===== src/rtl/cpu_pkg.sv =====
// Shared CPU definitions: branch condition codes and flag bit positions.
package cpu_pkg;

  typedef enum logic [3:0] {
    COND_AL = 4'b0000,
    COND_EQ = 4'b0001,
    COND_NE = 4'b0010,
    COND_LT = 4'b0011,
    COND_GE = 4'b0100,
    COND_GT = 4'b0101,
    COND_LE = 4'b0110,
    COND_MI = 4'b0111,
    COND_PL = 4'b1000,
    COND_VS = 4'b1001,
    COND_VC = 4'b1010
  } cond_t;

  localparam int FLAG_Z = 0;
  localparam int FLAG_V = 1;
  localparam int FLAG_S = 3;

  localparam logic [3:0] FLAGS_RST = 4'b0000;

endpackage


===== src/rtl/cond_eval.sv =====
// Combinational branch-condition evaluator; codes outside the enum are never taken.
module cond_eval
  import cpu_pkg::*;
(
  input  cond_t      cond_i,
  input  logic [3:0] flags_i,
  output logic       taken_o
);

  logic z, v, s, lt;
  logic unused_rsvd_flag;

  assign z  = flags_i[FLAG_Z];
  assign v  = flags_i[FLAG_V];
  assign s  = flags_i[FLAG_S];
  assign lt = s ^ v;
  assign unused_rsvd_flag = flags_i[2];

  always_comb begin
    taken_o = 1'b0;
    case (cond_i)
      COND_AL: taken_o = 1'b1;
      COND_EQ: taken_o = z;
      COND_NE: taken_o = ~z;
      COND_LT: taken_o = lt;
      COND_GE: taken_o = ~lt;
      COND_GT: taken_o = ~z & ~lt;
      COND_LE: taken_o = z | lt;
      COND_MI: taken_o = s;
      COND_PL: taken_o = ~s;
      COND_VS: taken_o = v;
      COND_VC: taken_o = ~v;
      default: taken_o = 1'b0;
    endcase
  end

endmodule


===== src/rtl/ex_wb_stage.sv =====
// EX/WB pipeline register: captures ALU result, owns the flags register and
// resolves conditional branches against the pre-update flags.
module ex_wb_stage
  import cpu_pkg::*;
#(
  parameter int N  = 8,
  parameter int RA = 4
) (
  input  logic          clk,
  input  logic          rst_n,
  input  logic          in_valid,
  input  logic [N-1:0]  alu_result,
  input  logic [3:0]    alu_flags,
  input  logic [RA-1:0] rd_in,
  input  logic          reg_we_in,
  input  logic          set_flags_in,
  input  logic          is_branch_in,
  input  logic [3:0]    cond_in,
  input  logic          stall,
  input  logic          flush,
  output logic          out_valid,
  output logic [N-1:0]  result_out,
  output logic [RA-1:0] rd_out,
  output logic          reg_we_out,
  output logic          branch_taken,
  output logic [3:0]    flags_q
);

  logic          valid_q, valid_d;
  logic [N-1:0]  res_q, res_d;
  logic [RA-1:0] rd_q, rd_d;
  logic          we_q, we_d;
  logic          br_q, br_d;
  logic [3:0]    flg_q, flg_d;
  logic          taken;
  logic          unused_rsvd_flag;

  assign unused_rsvd_flag = alu_flags[2];

  // Evaluated on the current (old) flags: no same-cycle bypass of an update.
  cond_eval u_cond (
    .cond_i (cond_t'(cond_in)),
    .flags_i(flg_q),
    .taken_o(taken)
  );

  always_comb begin
    valid_d = valid_q;
    res_d   = res_q;
    rd_d    = rd_q;
    we_d    = we_q;
    br_d    = br_q;
    flg_d   = flg_q;
    if (flush) begin
      valid_d = 1'b0;
      we_d    = 1'b0;
      br_d    = 1'b0;
    end else if (!stall) begin
      valid_d = in_valid;
      res_d   = alu_result;
      rd_d    = rd_in;
      we_d    = in_valid & reg_we_in;
      br_d    = in_valid & is_branch_in & taken;
      if (in_valid && set_flags_in)
        flg_d = {alu_flags[3], 1'b0, alu_flags[1:0]};
    end
  end

  always_ff @(posedge clk or negedge rst_n) begin
    if (!rst_n) begin
      valid_q <= 1'b0;
      res_q   <= '0;
      rd_q    <= '0;
      we_q    <= 1'b0;
      br_q    <= 1'b0;
      flg_q   <= FLAGS_RST;
    end else begin
      valid_q <= valid_d;
      res_q   <= res_d;
      rd_q    <= rd_d;
      we_q    <= we_d;
      br_q    <= br_d;
      flg_q   <= flg_d;
    end
  end

  assign out_valid    = valid_q;
  assign result_out   = res_q;
  assign rd_out       = rd_q;
  assign reg_we_out   = we_q;
  assign branch_taken = br_q;
  assign flags_q      = flg_q;

endmodule

===== config.mk =====
export PLATFORM = sky130hd
export DESIGN_NAME = ex_wb_stage
export DESIGN_NICKNAME = d
export VERILOG_FILES = /design/src/rtl/cpu_pkg.sv /design/src/rtl/cond_eval.sv /design/src/rtl/ex_wb_stage.sv
export SDC_FILE = /design/constraint.sdc
export NUM_CORES = 1
export LEC_CHECK = 0
export ABC_CLOCK_PERIOD_IN_PS = 2200
export BUFFER_PORTS_ARGS = -buffer_cell sky130_fd_sc_hd__clkbuf_2
export CAP_MARGIN = 20
export CORE_MARGIN = 2
export CORE_UTILIZATION = 46
export CTS_CLUSTER_DIAMETER = 30
export CTS_CLUSTER_SIZE = 40
export DETAILED_ROUTE_END_ITERATION = 16
export PLACE_DENSITY = 0.82
export SYNTH_ARGS = -nofsm -noshare
export SYNTH_HDL_FRONTEND = slang
export SYNTH_SLANG_ARGS = --single-unit

===== constraint.sdc =====
create_clock -name clk -period 2.2 [get_ports clk]
set_input_delay 0.22 -clock clk [delete_from_list [all_inputs] [get_ports clk]]
set_output_delay 0.22 -clock clk [all_outputs]
set_load 0.05 [all_outputs]

==> After elaboration in Yosys (flattened, before gate mapping) <==
Index checks and enable logic that the tools add are counted.
{ "totals": {"ramBits": 0, "n_memories": 0, "reg_bits": 18, "out_inout_bits": 19, "wordCells": 40, "latch_bits": 0, "input_bits": 28, "romBits": 0} }
{ "op_classes": {"muxes": 7, "add_sub_neg": 0, "div": 0, "n_reduce_logical": 4, "n_shift": 0, "n_eq_ne": 11, "multipliers": 0, "bitwise_logic": 12, "n_lt_le_gt_ge": 0} }
{ "ops": {"columns": ["operator", "count"], "rows": [
  ["$eq A4 B3 Y1 const B", 4],
  ["$eq A4 B4 Y1 const B", 3],
  ["$pmux W1 S11", 1],
  ["$eq A4 B2 Y1 const B", 2],
  ["$mux W1", 6],
  ["$not A1 Y1", 6],
  ["$and A1 B1 Y1", 4],
  ["$eq A4 B1 Y1 const B", 1],
  ["$logic_not A4 Y1", 1],
  ["$reduce_and A3 Y1", 1],
  ["$ne A2 B1 Y1 const B", 1],
  ["$reduce_and A2 Y1", 1],
  ["$logic_and A1 B1 Y1", 1],
  ["$or A1 B1 Y1", 1],
  ["$xor A1 B1 Y1", 1]
]} }

==> Longest topological paths before layout <==
Gate-level depths: netlist of the first run.
{ "depth": {"ltp_word": 7, "mapped_depth": 5} }

==> By module <==
From an unflattened synthesis of the first run, not the netlist that was laid out.
{ "unflattened": {"cells_unflattened": 67, "area_unflattened_um2": 850.8} }
{ "by_module_without_submodules": {"columns": ["mod", "area_each_um2", "seq_area_each_um2", "n_inst", "cells_per_inst"], "rows": [
  ["ex_wb_stage", 723.2, 450.4, 1, 46],
  ["cond_eval", 127.6, 0.0, 1, 21]
]} }

==> Worst setup path before layout of the first run <==
OpenSTA, ideal clock, no wires.
{ "synth_timing": {"path_kind": "reg-to-reg", "startpoint": "register flg_q[1], in the netlist flags_q[1]", "endpoint": "register br_q, in the netlist branch_taken", "t_arrival_ns": 1.418, "path_stages_with_launch": 6, "synth_period_minus_slack_ns": 1.549, "slack_ns": 0.651, "cell_sequence": "dfrtp_1 > buf_6 > nand4b_1 > a21o_1 > a311oi_1 > o22ai_1"} }
{ "synth_via": {"elab_chain_cells": 7} }
{ "synth_lines": {"columns": ["element", "line_no", "text"], "rows": [
  ["from (decl)", "ex_wb_stage.sv:34", "logic [3:0] flg_q, flg_d;"],
  ["from (signal assigned)", "ex_wb_stage.sv:83", "flg_q <= flg_d;"],
  ["$xor A1 B1 Y1", "cond_eval.sv:16", "assign lt = s ^ v;"],
  ["$not A1 Y1", "cond_eval.sv:26, cond_eval.sv:27", null],
  ["$and A1 B1 Y1", "cond_eval.sv:27", "COND_GT: taken_o = ~z & ~lt;"],
  ["$pmux W1 S11 *", "cond_eval.sv:21", "case (cond_i)"],
  ["$and A1 B1 Y1 *", "ex_wb_stage.sv:63", "br_d = in_valid & is_branch_in & taken;"],
  ["$mux W1 *", "ex_wb_stage.sv:58", "end else if (!stall) begin"],
  ["$mux W1 *", "ex_wb_stage.sv:54", "if (flush) begin"],
  ["to (signal assigned)", "ex_wb_stage.sv:82", "br_q <= br_d;"],
  ["to (decl)", "ex_wb_stage.sv:33", "logic br_q, br_d;"]
]} }
Mark *: on every way between the ends. The rest lies on a longest branch, timed or not. The select of a mux whose other input is x is not followed.
A chain may end at the register's enable or synchronous reset.

==> Worst setup path in the final report of the first run <==
Same ends and word-level chain as after synthesis.

==> results of run 1 <==
kinds of logic (layout without fill, tap and decap cells):
| family | count (synthesis) | after routing |
|---|---|---|
| AOI/OAI and AO/OA | 8 | 8 |
| xor gates and xnor gates | 2 | 2 |
| buffers and inverters | 5 | 51 |
| DFF | 18 | 18 |
| muxes | 15 | 15 |
| other | 1 | 1 |
| and+or+nand+nor | 19 | 19 |
routing by layer:
layer  GRT usage [%]  share of wire [%]  up-vias
li1                -                  -      335
met1            19.1                 40      337
met2            31.5                 50       29
met3            5.77                7.4        4
met4            10.0                2.1        0
met5               0                  0        -
per-stage QoR:
stage,setup WS [ps],hold WS [ps],std cells,util [%]
final,832,139,139,64.8
after global routing,728,141,139,64.8
after CTS,809,135,139,64.8
after detailed placement,824,172,134,62.2
after global placement,858,174,134,62.2
after floorplan,651,-75.6,68,-
registers in the layout (all words and copies together) (netlist names):
register	count
result_out	8
rd_out	4
flags_q	3
branch_taken	1
out_valid	1
reg_we_out	1
cell usage after synthesis:
cell type  count
and4b_2        1
buf_2          1
inv_1          1
a31oi_1        2
o21ai_0        1
mux2_2        14
nand4bb_1      1
o22ai_1        1
or2b_1         1
a311oi_1       1
nand3_1        1
mux2i_1        1
nor4b_2        1
nor2_1         3
and3_1         1
or2_2          1
a21o_1         1
a221oi_1       1
xor2_1         1
nor2_2         1
or3_1          1
nand2_1        3
nand4b_1       2
nand2b_1       1
dfrtp_1       18
xnor2_1        1
conb_1         1
buf_6          1
nor3b_1        1
a21oi_1        1
buf_4          2
worst max-delay path, delay by kind of cell (launching register included):
| kind | cells | cell delay, ps |
|---|---|---|
| DFF | 1 | 480 |
| AOI/OAI and AO/OA | 3 | 450 |
| and+or+nand+nor | 1 | 310 |
layout make-up:
class	count	area share, %
flip-flops and latches	18	39.8
clock buffers	4	3.21
well taps	25	2.77
multi-input cells	45	32.9
inverters	1	0.332
repair buffers	46	21.0
power breakdown:
| group | internal [W] | switching (W) | total (W) |
|---|---|---|---|
| logic | 0.000109 | 0.000240 | 0.000349 |
| clock network | 0.000101 | 0.0000940 | 0.000195 |
| registers | 0.000377 | 0.0000433 | 0.000420 |
placed cells by master (no fill, tap or decap), drive strengths merged:
| cell | Yosys | layout |
|---|---|---|
| and3 | 1 | 1 |
| inv | 1 | 1 |
| dfrtp | 18 | 18 |
| nor3b | 1 | 1 |
| nand4bb | 1 | 1 |
| clkbuf | 0 | 48 |
| nor4b | 1 | 1 |
| buf | 4 | 1 |
| nand4b | 2 | 2 |
| nand2b | 1 | 1 |
| mux2 | 14 | 14 |
| a21o | 1 | 1 |
| o21ai | 1 | 1 |
| nand2 | 3 | 3 |
| dlygate4sd3 | 0 | 1 |
| nor2 | 4 | 4 |
| or2 | 1 | 1 |
| a311oi | 1 | 1 |
| o22ai | 1 | 1 |
| a221oi | 1 | 1 |
| or2b | 1 | 1 |
| a31oi | 2 | 2 |
| mux2i | 1 | 1 |
| or3 | 1 | 1 |
| a21oi | 1 | 1 |
| conb | 1 | 1 |
| xnor2 | 1 | 1 |
| nand3 | 1 | 1 |
| xor2 | 1 | 1 |
| and4b | 1 | 1 |
worst min path at each step:
| stage | startpoint | end | slack (ps) | cells past startpoint |
|---|---|---|---|---|
| 6_report | alu_flags[3] | flags_q[3] | 140 | 3 |
| 5_1_grt | flush | reg_we_out | 140 | 2 |
| 4_1_cts | flush | reg_we_out | 130 | 2 |
| 3_5_place_dp | rst_n | result_out[4] | 170 | 1 |
| 3_3_place_gp | rst_n | result_out[4] | 170 | 1 |
| 2_1_floorplan | rst_n | branch_taken | -80 | 0 |
what timing repair did:
item                                    4_1_cts  5_1_grt
gates resized for setup                       0        0
endpoints found under the hold margin        18        0
endpoints found under the setup margin        0        0
hold buffers                                  1        0
==> out/metrics.cfg, run 1 <==
[synthesis]
synth_compound_area_share_pct = 6.28
synth_top_area_cell = dfrtp_1
synth_top_area_share_pct = 52.6
syn_area_um2 = 857
synthXorXnorAreaFrac_pct = 2.04
ys_ff_latch = 18
synthSimpleGateAreaFrac_pct = 15.0
synth_fp_nets = 96
synth_area_per_cell_um2 = 12.6
ys_types = 31
syn-instance-count = 68
synth-adder-area-share_pct = 0
synth_top_family_by_area = multiplexers
ys_warn_count = 0
muxShareOfSynthArea_pct = 19.6
synth_area_leaders = dfrtp_1, mux2_2, nand4b_1
yosysSeqAreaShare_pct = 52.6

[routing]
wl_mm = 1.71
initialDrtViolationCount = 12
drc = 0
wl_per_cell_um = 12.3
ant_nets = 0
num_vias = 705
drtPass1Iterations = 4
via_per_inst = 5.07

[timing]
fin_tns_setup_ps = 0
period_needed_ps = 1370
period_share_pct = 62.2
fin_skew_ps = 0.0365
fmax_ghz = 0.731
rsz0062_at_grt = no
maxSlewViolCount = 0
setup_viol = 0
finalHoldViolations = 0

[worst_setup_path]
cp-end-kind = flip-flop
reg2reg_from = flags_q[1]
slowest_stage = dfrtp_1
cp_slowest_stage_delay_ps = 480
rrSetupSlack_ps = 830
cp_cell_sequence = nor4b_2 > a31oi_1 > a311oi_1 > o22ai_1
reg2reg_depth = 4
arrival_ps = 1540
path_max_fanout = 9
crit_type = flip-flop to flip-flop
crit_end = branch_taken
cp-start-kind = flip-flop
reg2reg_to = branch_taken
startpoint = flags_q[1]
cp.required_ps = 2370

[clocking]
worstSkewPairLatency_ps = 290
clock_path_buffers = 2
post_cts_buffers = 0
cts_root_buffer = clkbuf_4
path_clk_slew_ps = 90
cts_buffers = 3
cts_tree = yes
cts_sinks = 18
ctsHtreeMaxLevel = 1

[global_route]
grt_pass1_vias = 660
grt_util_all_layers_pct = 18.0
antenna_found_initial = 0
grt_max_degree = 19
overflow = 0
grt_pass1_wl_mm = 2.71

[placed_design]
placed_area_mm2 = 0.00108
portBuffers = 44
dp_hpwl_mm = 1.41
place.gp.congestion = 0.774

[layout]
multiInputGateArea_um2 = 372
stdcell_area_mm2 = 0.00113
layout.nets = 143
nFillCells = 141
drive_gt1_share_pct = 58.8
syn_to_final_growth_pct = 32.0
seq_area_um2 = 450
n_antenna_cell = 0

[floorplan]
initial_utilization_pct = 49.1
rows = 15
fp.dieH_um = 47.2
die_area_mm2 = 0.00222
die_width_um = 47.2
io_pins = 47
core_mm2 = 0.00175

[pwr]
finalPower_w = 0.000964
ir_worst_vdd_mv = 0.613
p_per_area_mw_per_mm2 = 853
total_leakage_power_nw = 0.559

[hold_path]
hold_class = input pin to flip-flop

[outcome]
status = complete, no violations

[run]
maxCapViolCount = 0

(Power assumes the default switching activity.)
==> run 2: changes to the inputs <==
--- a/config.mk
+++ b/config.mk
@@ -5,15 +5,16 @@
 export SDC_FILE = /design/constraint.sdc
 export NUM_CORES = 1
 export LEC_CHECK = 0
-export ABC_CLOCK_PERIOD_IN_PS = 2200
+export ABC_AREA = 1
+export ABC_CLOCK_PERIOD_IN_PS = 1100
 export BUFFER_PORTS_ARGS = -buffer_cell sky130_fd_sc_hd__clkbuf_2
 export CAP_MARGIN = 20
 export CORE_MARGIN = 2
-export CORE_UTILIZATION = 46
+export CORE_UTILIZATION = 40
 export CTS_CLUSTER_DIAMETER = 30
 export CTS_CLUSTER_SIZE = 40
 export DETAILED_ROUTE_END_ITERATION = 16
-export PLACE_DENSITY = 0.82
+export PLACE_DENSITY = 0.74
 export SYNTH_ARGS = -nofsm -noshare
 export SYNTH_HDL_FRONTEND = slang
 export SYNTH_SLANG_ARGS = --single-unit
==> constraint.sdc (replaced) <==
create_clock -name clk -period 1.1 [get_ports clk]
set_input_delay 0.11 -clock clk [delete_from_list [all_inputs] [get_ports clk]]
set_output_delay 0.11 -clock clk [all_outputs]
set_load 0.05 [all_outputs]
==> run 2 against run 1 <==
Compared with the run above: the flow now finishes with violations (setup timing); register-to-register slack got worse by 890 ps; final cell count rose by 28%; wire length rose by 15%; combinational power rose by 130%; sequential power rose by 96%; maximum frequency rose by 18%; critical path type unchanged; highest routed layer is now met3; largest cell class is now multi-input gates; critical path depth rose by 3.
==> out/metrics.cfg, run 2 <==
[floorplan]
rows = 17  ; was 15
fp.dieH_um = 52.8  ; was 47.2 µm
die_area_mm2 = 0.00279  ; was 0.00222 mm²
initial_utilization_pct = 42.6  ; was 49.1%
core_mm2 = 0.00223  ; was 0.00175 mm²
io_pins = 47  ; unchanged
die_width_um = 52.8  ; was 47.2 µm

[routing]
num_vias = 827  ; was 705
ant_nets = 0  ; unchanged
drc = 0  ; unchanged
wl_mm = 1.96  ; was 1.71 mm
initialDrtViolationCount = 7  ; was 12
via_per_inst = 4.65  ; was 5.07
wl_per_cell_um = 11.0  ; was 12.3 µm
drtPass1Iterations = 4  ; unchanged

[global_route]
grt_pass1_vias = 815  ; was 660
grt_max_degree = 19  ; unchanged
antenna_found_initial = 0  ; unchanged
overflow = 0  ; unchanged
grt_util_all_layers_pct = 16.1  ; was 18.0%
grt_pass1_wl_mm = 3.31  ; was 2.71 mm

[synthesis]
synth_compound_area_share_pct = 3.02  ; was 6.28%
synth-edff-count = 0  ; unchanged
synth-adder-area-share_pct = 0  ; unchanged
yosys.cell_count.top_type = nand2_1  ; was dfrtp_1
synth_area_leaders = dfrtp_1, mux2_4, nand2_1  ; was dfrtp_1, mux2_2, nand4b_1
synthXorXnorAreaFrac_pct = 0  ; was 2.04%
synthSimpleGateAreaFrac_pct = 24.4  ; was 15.0%
syn_area_um2 = 952  ; was 857 µm²
muxShareOfSynthArea_pct = 18.1  ; was 19.6%
yosysSeqAreaShare_pct = 47.3  ; was 52.6%
ys_warn_count = 0  ; unchanged
ys_ff_latch = 18  ; unchanged
synth_top_family_by_area = simple AND/OR/NAND/NOR gates  ; was multiplexers
synthFlopType = dfrtp_1  ; unchanged
synth_commonest_cells = nand2_1, dfrtp_1, nor2_1  ; was dfrtp_1, mux2_2, nand2_1, nor2_1
synth_top_area_cell = dfrtp_1  ; unchanged
ys_types = 18  ; was 31
synth_fp_nets = 129  ; was 96
synth_top_area_share_pct = 47.3  ; was 52.6%
syn-instance-count = 101  ; was 68
synth_area_per_cell_um2 = 9.43  ; was 12.6 µm²
synthArstFlopShare_pct = 100  ; unchanged

[worst_setup_path]
cp-start-kind = flip-flop  ; unchanged
critPathTopFamily = flip-flops  ; unchanged
cp_slowest_stage_delay_ps = 450  ; was 480 ps
startpoint = flags_q[3]  ; was flags_q[1]
cp_num_buf_inv = 1  ; was 0
cp.required_ps = 1290  ; was 2370 ps
cp_cell_sequence = buf_4 > nand3_1 > nand2_1 > a21oi_1 > nand3_1 > nand2_1 > nand2_1  ; was nor4b_2 > a31oi_1 > a311oi_1 > o22ai_1
cp-end-kind = flip-flop  ; unchanged
cp_common_cell = nand2_1
arrival_ps = 1350  ; was 1540 ps
slowest_stage = dfrtp_2  ; was dfrtp_1
crit_type = flip-flop to flip-flop  ; unchanged
path_max_fanout = 4  ; was 9
reg2reg_from = flags_q[3]  ; was flags_q[1]

[placed_design]
place.gp.congestion = 0.752  ; was 0.774
placed_cells = 172  ; was 134
portBuffers = 44  ; unchanged
dp_hpwl_mm = 1.58  ; was 1.41 mm

[run]
maxCapViolCount = 0  ; unchanged

[layout]
syn_to_final_growth_pct = 36.3  ; was 32.0%
most-common-layout-cells = clkbuf_2, nand2_1, dfrtp_1  ; was clkbuf_2, dfrtp_1, mux2_2
final_common_cell = clkbuf_2  ; unchanged
n_antenna_cell = 0  ; unchanged
finalNonFillerCells = 178  ; was 139
nFillCells = 207  ; was 141
layout.nets = 179  ; was 143
drive_gt1_share_pct = 58.7  ; was 58.8%
largest_register_ffs = 8  ; unchanged

[hold_path]
hold_class = input pin to flip-flop  ; unchanged
min_from = rd_in[2]  ; was alu_flags[3]

[clocking]
ctsHtreeMaxLevel = 1  ; unchanged
cts_root_buffer = clkbuf_4  ; unchanged
cts_buffers = 3  ; unchanged
path_clk_slew_ps = 100  ; was 90 ps
clock_path_buffers = 2  ; unchanged
cts_tree = yes  ; unchanged
cts_sinks = 18  ; unchanged
worstSkewPairLatency_ps = 280  ; was 290 ps

[timing]
period_needed_ps = 1160  ; was 1370 ps
hold_ws_ps = 46.4  ; was 139 ps
fin_tns_setup_ps = -97.7  ; was 0 ps
finalHoldViolations = 0  ; unchanged
fin_skew_ps = 1.24  ; was 0.0365 ps
period_share_pct = 106  ; was 62.2%
maxSlewViolCount = 0  ; unchanged
fmax_ghz = 0.861  ; was 0.731 GHz
rsz0062_at_grt = yes  ; was no
setup_slack_ps = -61.1  ; was 832 ps
setup_viol = 2  ; was 0

[outcome]
violations = setup timing
status = finished with violations  ; was complete, no violations

[pwr]
ir_worst_vdd_mv = 0.905  ; was 0.613 mV
p_per_area_mw_per_mm2 = 1570  ; was 853 mW/mm²
total_leakage_power_nw = 0.724  ; was 0.559 nW

-- run 2: cell count changes after synthesis, moves of 2 or more --
cell      before  now
nand2_1        3   23
mux2_2        14    2
mux2_4         0   10
nor2_1         3   11
inv_2          0    7
nand3_1        1    8
inv_1          1    5
a21oi_1        1    4
nand2_2        0    3
a31oi_1        2    0
nand4b_1       2    0
nor2_2         1    3
-- run 2: worst reg2reg max path: cells and delay by family (launching register included) --
kind	cells	cell delay, ps
flops	1	450
buf+inv	1	150
simple gates	5	320
compound gates	1	140
-- run 2: layout make-up --
class | instances | area (µm²) | share of cell area, %
repair buffers | 47 | 267 | 20.5
multi-input cells | 69 | 460 | 35.5
inverters | 12 | 45.0 | 3.47
clock buffers | 4 | 36.3 | 2.80
flip-flops and latches | 18 | 454 | 35.0
well taps | 28 | 35.0 | 2.70
-- run 2: cell families (layout without fill, tap and decap cells) --
family,count (synthesis),after routing
and+or+nand+nor,51,51
buffers and inverters,14,63
AOI/OAI and AO/OA,5,5
muxes,12,12
other,1,1
DFF,18,18
-- run 2: metrics by stage --
| step | setup WS (ps) | util [%] | total power [W] | cell area [µm²] |
|---|---|---|---|---|
| floorplan | -90.7 | - | 0.00139 | 956 |
| global placement | 26.8 | 54.3 | 0.00158 | 1210 |
| detailed placement | 17.4 | 54.3 | 0.00159 | 1210 |
| CTS | -1.16 | 56.6 | 0.00201 | 1260 |
| global route | -149 | 58.1 | 0.00215 | 1300 |
| finish | -61.1 | 58.1 | 0.00203 | 1300 |
-- run 2: power by group --
group	leakage (nW)	switching (W)	internal, W
Sequential	0.211	0.0000670	0.000756
Combinational	0.492	0.000544	0.000266
Clock	0.0210	0.000198	0.000201
Total	0.724	0.000809	0.00122
-- run 2: routing by layer --
| layer | share of wire [%] | global-route usage, % |
|---|---|---|
| met1 | 43 | 19.7 |
| met2 | 49 | 27.9 |
| met3 | 7.2 | 3.43 |
| met4 | 0 | 5.13 |
| met5 | 0 | 0 |
-- run 2: path summary, 6_finish.rpt --
kind | to | slack, ps | depth (start not counted)
worst min register to register | out_valid | 490 | 2
worst max register to register | branch_taken | -60 | 7
worst max-delay path | branch_taken | -60 | 7
min in group asynchronous | rd_out[2] | 290 | 2
worst min-delay path | rd_out[2] | 50 | 2
max in group asynchronous | flags_q[0] | 490 | 2
-- run 2: repair_timing --
action / 4_1_cts / 5_1_grt
resized for setup: 2 / 20
hold buffers: 1 / 0
buffers inserted: 0 / 1
hold endpoints to repair: 18 / 0
pin swaps: 0 / 5
endpoints found under the setup margin: 3 / 13
==> run 3: changes to the inputs <==
--- a/config.mk
+++ b/config.mk
@@ -14,6 +14,7 @@
 export CTS_CLUSTER_DIAMETER = 30
 export CTS_CLUSTER_SIZE = 40
 export DETAILED_ROUTE_END_ITERATION = 16
+export HOLD_SLACK_MARGIN = 0.15
 export PLACE_DENSITY = 0.74
 export SYNTH_ARGS = -nofsm -noshare
 export SYNTH_HDL_FRONTEND = slang
==> run 3 against run 2 <==
Compared with the run above: the flow still finishes with violations (setup timing); highest routed layer unchanged; final cell count up 11%; count of clock-buffer cells in the layout unchanged; total power up 3.2%; largest cell class is now non-clock buffers; worst setup slack worse by 3.7 ps; sequential power about the same; global-route usage up 2.9 points; via count up 12%; clock skew about the same.
==> out/metrics.cfg, run 3 (synthesis gave the netlist of run 2 again) <==
[pwr]
total_leakage_power_nw = 0.809  ; was 0.724 nW
p_per_area_mw_per_mm2 = 1400  ; was 1570 mW/mm²
ir_worst_vdd_mv = 0.910  ; was 0.905 mV
finalPower_w = 0.00210  ; was 0.00203 W

[placed_design]
place.gp.congestion = 0.752  ; unchanged
placed_area_mm2 = 0.00121  ; unchanged
portBuffers = 44  ; unchanged
dp_hpwl_mm = 1.58  ; unchanged
placed_cells = 172  ; unchanged

[layout]
stdcell_area_mm2 = 0.00150  ; was 0.00130 mm²
syn_to_final_growth_pct = 57.6  ; was 36.3%
layout.nets = 199  ; was 179
drive_gt1_share_pct = 51.8  ; was 58.7%
multiInputGateArea_um2 = 460  ; unchanged
finalNonFillerCells = 198  ; was 178
nFillCells = 182  ; was 207
seq_area_um2 = 454  ; unchanged
n_antenna_cell = 0  ; unchanged
final_common_cell = clkbuf_2  ; unchanged
largest_register_ffs = 8  ; unchanged
most-common-layout-cells = clkbuf_2, dlygate4sd3_1, nand2_1  ; was clkbuf_2, nand2_1, dfrtp_1

[outcome]
violations = setup timing  ; unchanged
status = finished with violations  ; unchanged

[worst_setup_path]
cp-end-kind = flip-flop  ; unchanged
path_max_fanout = 4  ; unchanged
cp_common_cell = nand2_1  ; unchanged
cp_slowest_stage_delay_ps = 450  ; about the same
cp_num_buf_inv = 1  ; unchanged
cp_cell_sequence = buf_4 > nand3_1 > nand2_1 > a21oi_1 > nand3_1 > nand2_1 > nand2_1  ; unchanged
cp.required_ps = 1290  ; about the same
path_depth = 7  ; unchanged
critPathTopFamily = flip-flops  ; unchanged
slowest_stage = dfrtp_2  ; unchanged
cp-start-kind = flip-flop  ; unchanged
crit_type = flip-flop to flip-flop  ; unchanged
reg2reg_depth = 7  ; unchanged
arrival_ps = 1350  ; about the same

[floorplan]
die_area_mm2 = 0.00279  ; unchanged
initial_utilization_pct = 42.6  ; unchanged
rows = 17  ; unchanged
die_width_um = 52.8  ; unchanged
fp.dieH_um = 52.8  ; unchanged
core_mm2 = 0.00223  ; unchanged
io_pins = 47  ; unchanged

[routing]
drc = 0  ; unchanged
highest_layer = met3  ; unchanged
wl_per_cell_um = 12.0  ; was 11.0 µm
drt-met1-wl_um = 929  ; was 850 µm
via_per_inst = 4.67  ; was 4.65
num_vias = 924  ; was 827
wl_mm = 2.38  ; was 1.96 mm
drtPass1Iterations = 4  ; unchanged
initialDrtViolationCount = 11  ; was 7
wl_met3_um = 147  ; was 142 µm
met2WireLength_mm = 1.30  ; was 970 µm
ant_nets = 0  ; unchanged

[run]
maxCapViolCount = 0  ; unchanged

[timing]
setup_viol = 2  ; unchanged
period_needed_ps = 1160  ; about the same
maxSlewViolCount = 0  ; unchanged
fmax_ghz = 0.859  ; was 0.861 GHz
setup_slack_ps = -64.8  ; was -61.1 ps
period_share_pct = 106  ; about the same
fin_skew_ps = 0.824  ; was 1.24 ps
fin_tns_setup_ps = -103  ; was -97.7 ps
rsz0062_at_grt = yes  ; unchanged
finalHoldViolations = 0  ; unchanged

[clocking]
cts_root_buffer = clkbuf_4  ; unchanged
cts_buffers = 3  ; unchanged
cts_tree = yes  ; unchanged
worstSkewPairLatency_ps = 280  ; about the same
ctsHtreeMaxLevel = 1  ; unchanged
path_clk_slew_ps = 100  ; about the same
clock_path_buffers = 2  ; unchanged
cts_sinks = 18  ; unchanged

[hold_path]
hold_depth = 4  ; was 2
hold_class = input pin to flip-flop  ; unchanged

[global_route]
grt_util_all_layers_pct = 19.0  ; was 16.1%
overflow = 0  ; unchanged
grt_max_degree = 19  ; unchanged
antenna_found_initial = 0  ; unchanged
grt_pass1_wl_mm = 3.88  ; was 3.31 mm
grt_pass1_vias = 947  ; was 815

[run 3: cell count changes in the layout (fill, tap and decap cells not counted), sizes merged]
cell	change
dlygate4sd3	+20
[run 3: area by class of cell]
cell class | count | area share [%]
Clock buffer | 4 | 2.42
Timing Repair Buffer | 67 | 31.3
Inverter | 12 | 3.00
Tap cell | 28 | 2.34
Sequential cell | 18 | 30.3
Multi-Input combinational cell | 69 | 30.7
[run 3: worst reg2reg max path, cell delays in order (launching register included)]
cell	delay, ps
dfrtp_2	450
buf_4	150
nand3_1	70
nand2_1	50
a21oi_1	140
nand3_1	100
nand2_1	60
nand2_1	40
[run 3: worst paths after layout]
path / slack, ps / endpoint / from
min in group asynchronous: 300 / result_out[2] / rst_n
worst max register to register: -60 / branch_taken / flags_q[3]
worst max-delay path: -60 / branch_taken / flags_q[3]
worst min-delay path: 160 / out_valid / stall
worst min register to register: 500 / out_valid / out_valid
max in group asynchronous: 480 / flags_q[3] / rst_n
[run 3: where the power goes]
| part | switching (W) | internal (W) |
|---|---|---|
| registers | 0.0000676 | 0.000756 |
| clock network | 0.000198 | 0.000201 |
| logic | 0.000560 | 0.000315 |
| total | 0.000825 | 0.00127 |
[run 3: metrics by stage]
stage / utilization [%] / hold WS [ps] / worst slack (ps)
after global placement: 54.3 / 68.2 / 26.8
after detailed placement: 54.3 / 77.5 / 17.4
after CTS: 65.5 / 135 / -1.16
final: 67.2 / 163 / -64.8
after floorplan: - / -186 / -90.7
after global routing: 67.2 / 173 / -154
[run 3: layer usage]
layer	vias to the layer above	global-route usage, %
met4	0	5.13
met3	0	4.00
met2	31	36.3
met5	-	0
met1	437	20.9
li1	456	-
[run 3: repair_timing]
| item | in CTS | in global routing |
|---|---|---|
| endpoints found under the hold margin | 36 | 0 |
| pin swaps | 0 | 5 |
| hold buffers | 21 | 0 |
| endpoints found under the setup margin | 3 | 14 |
| setup buffers | 0 | 1 |
| gates resized for setup | 2 | 22 |
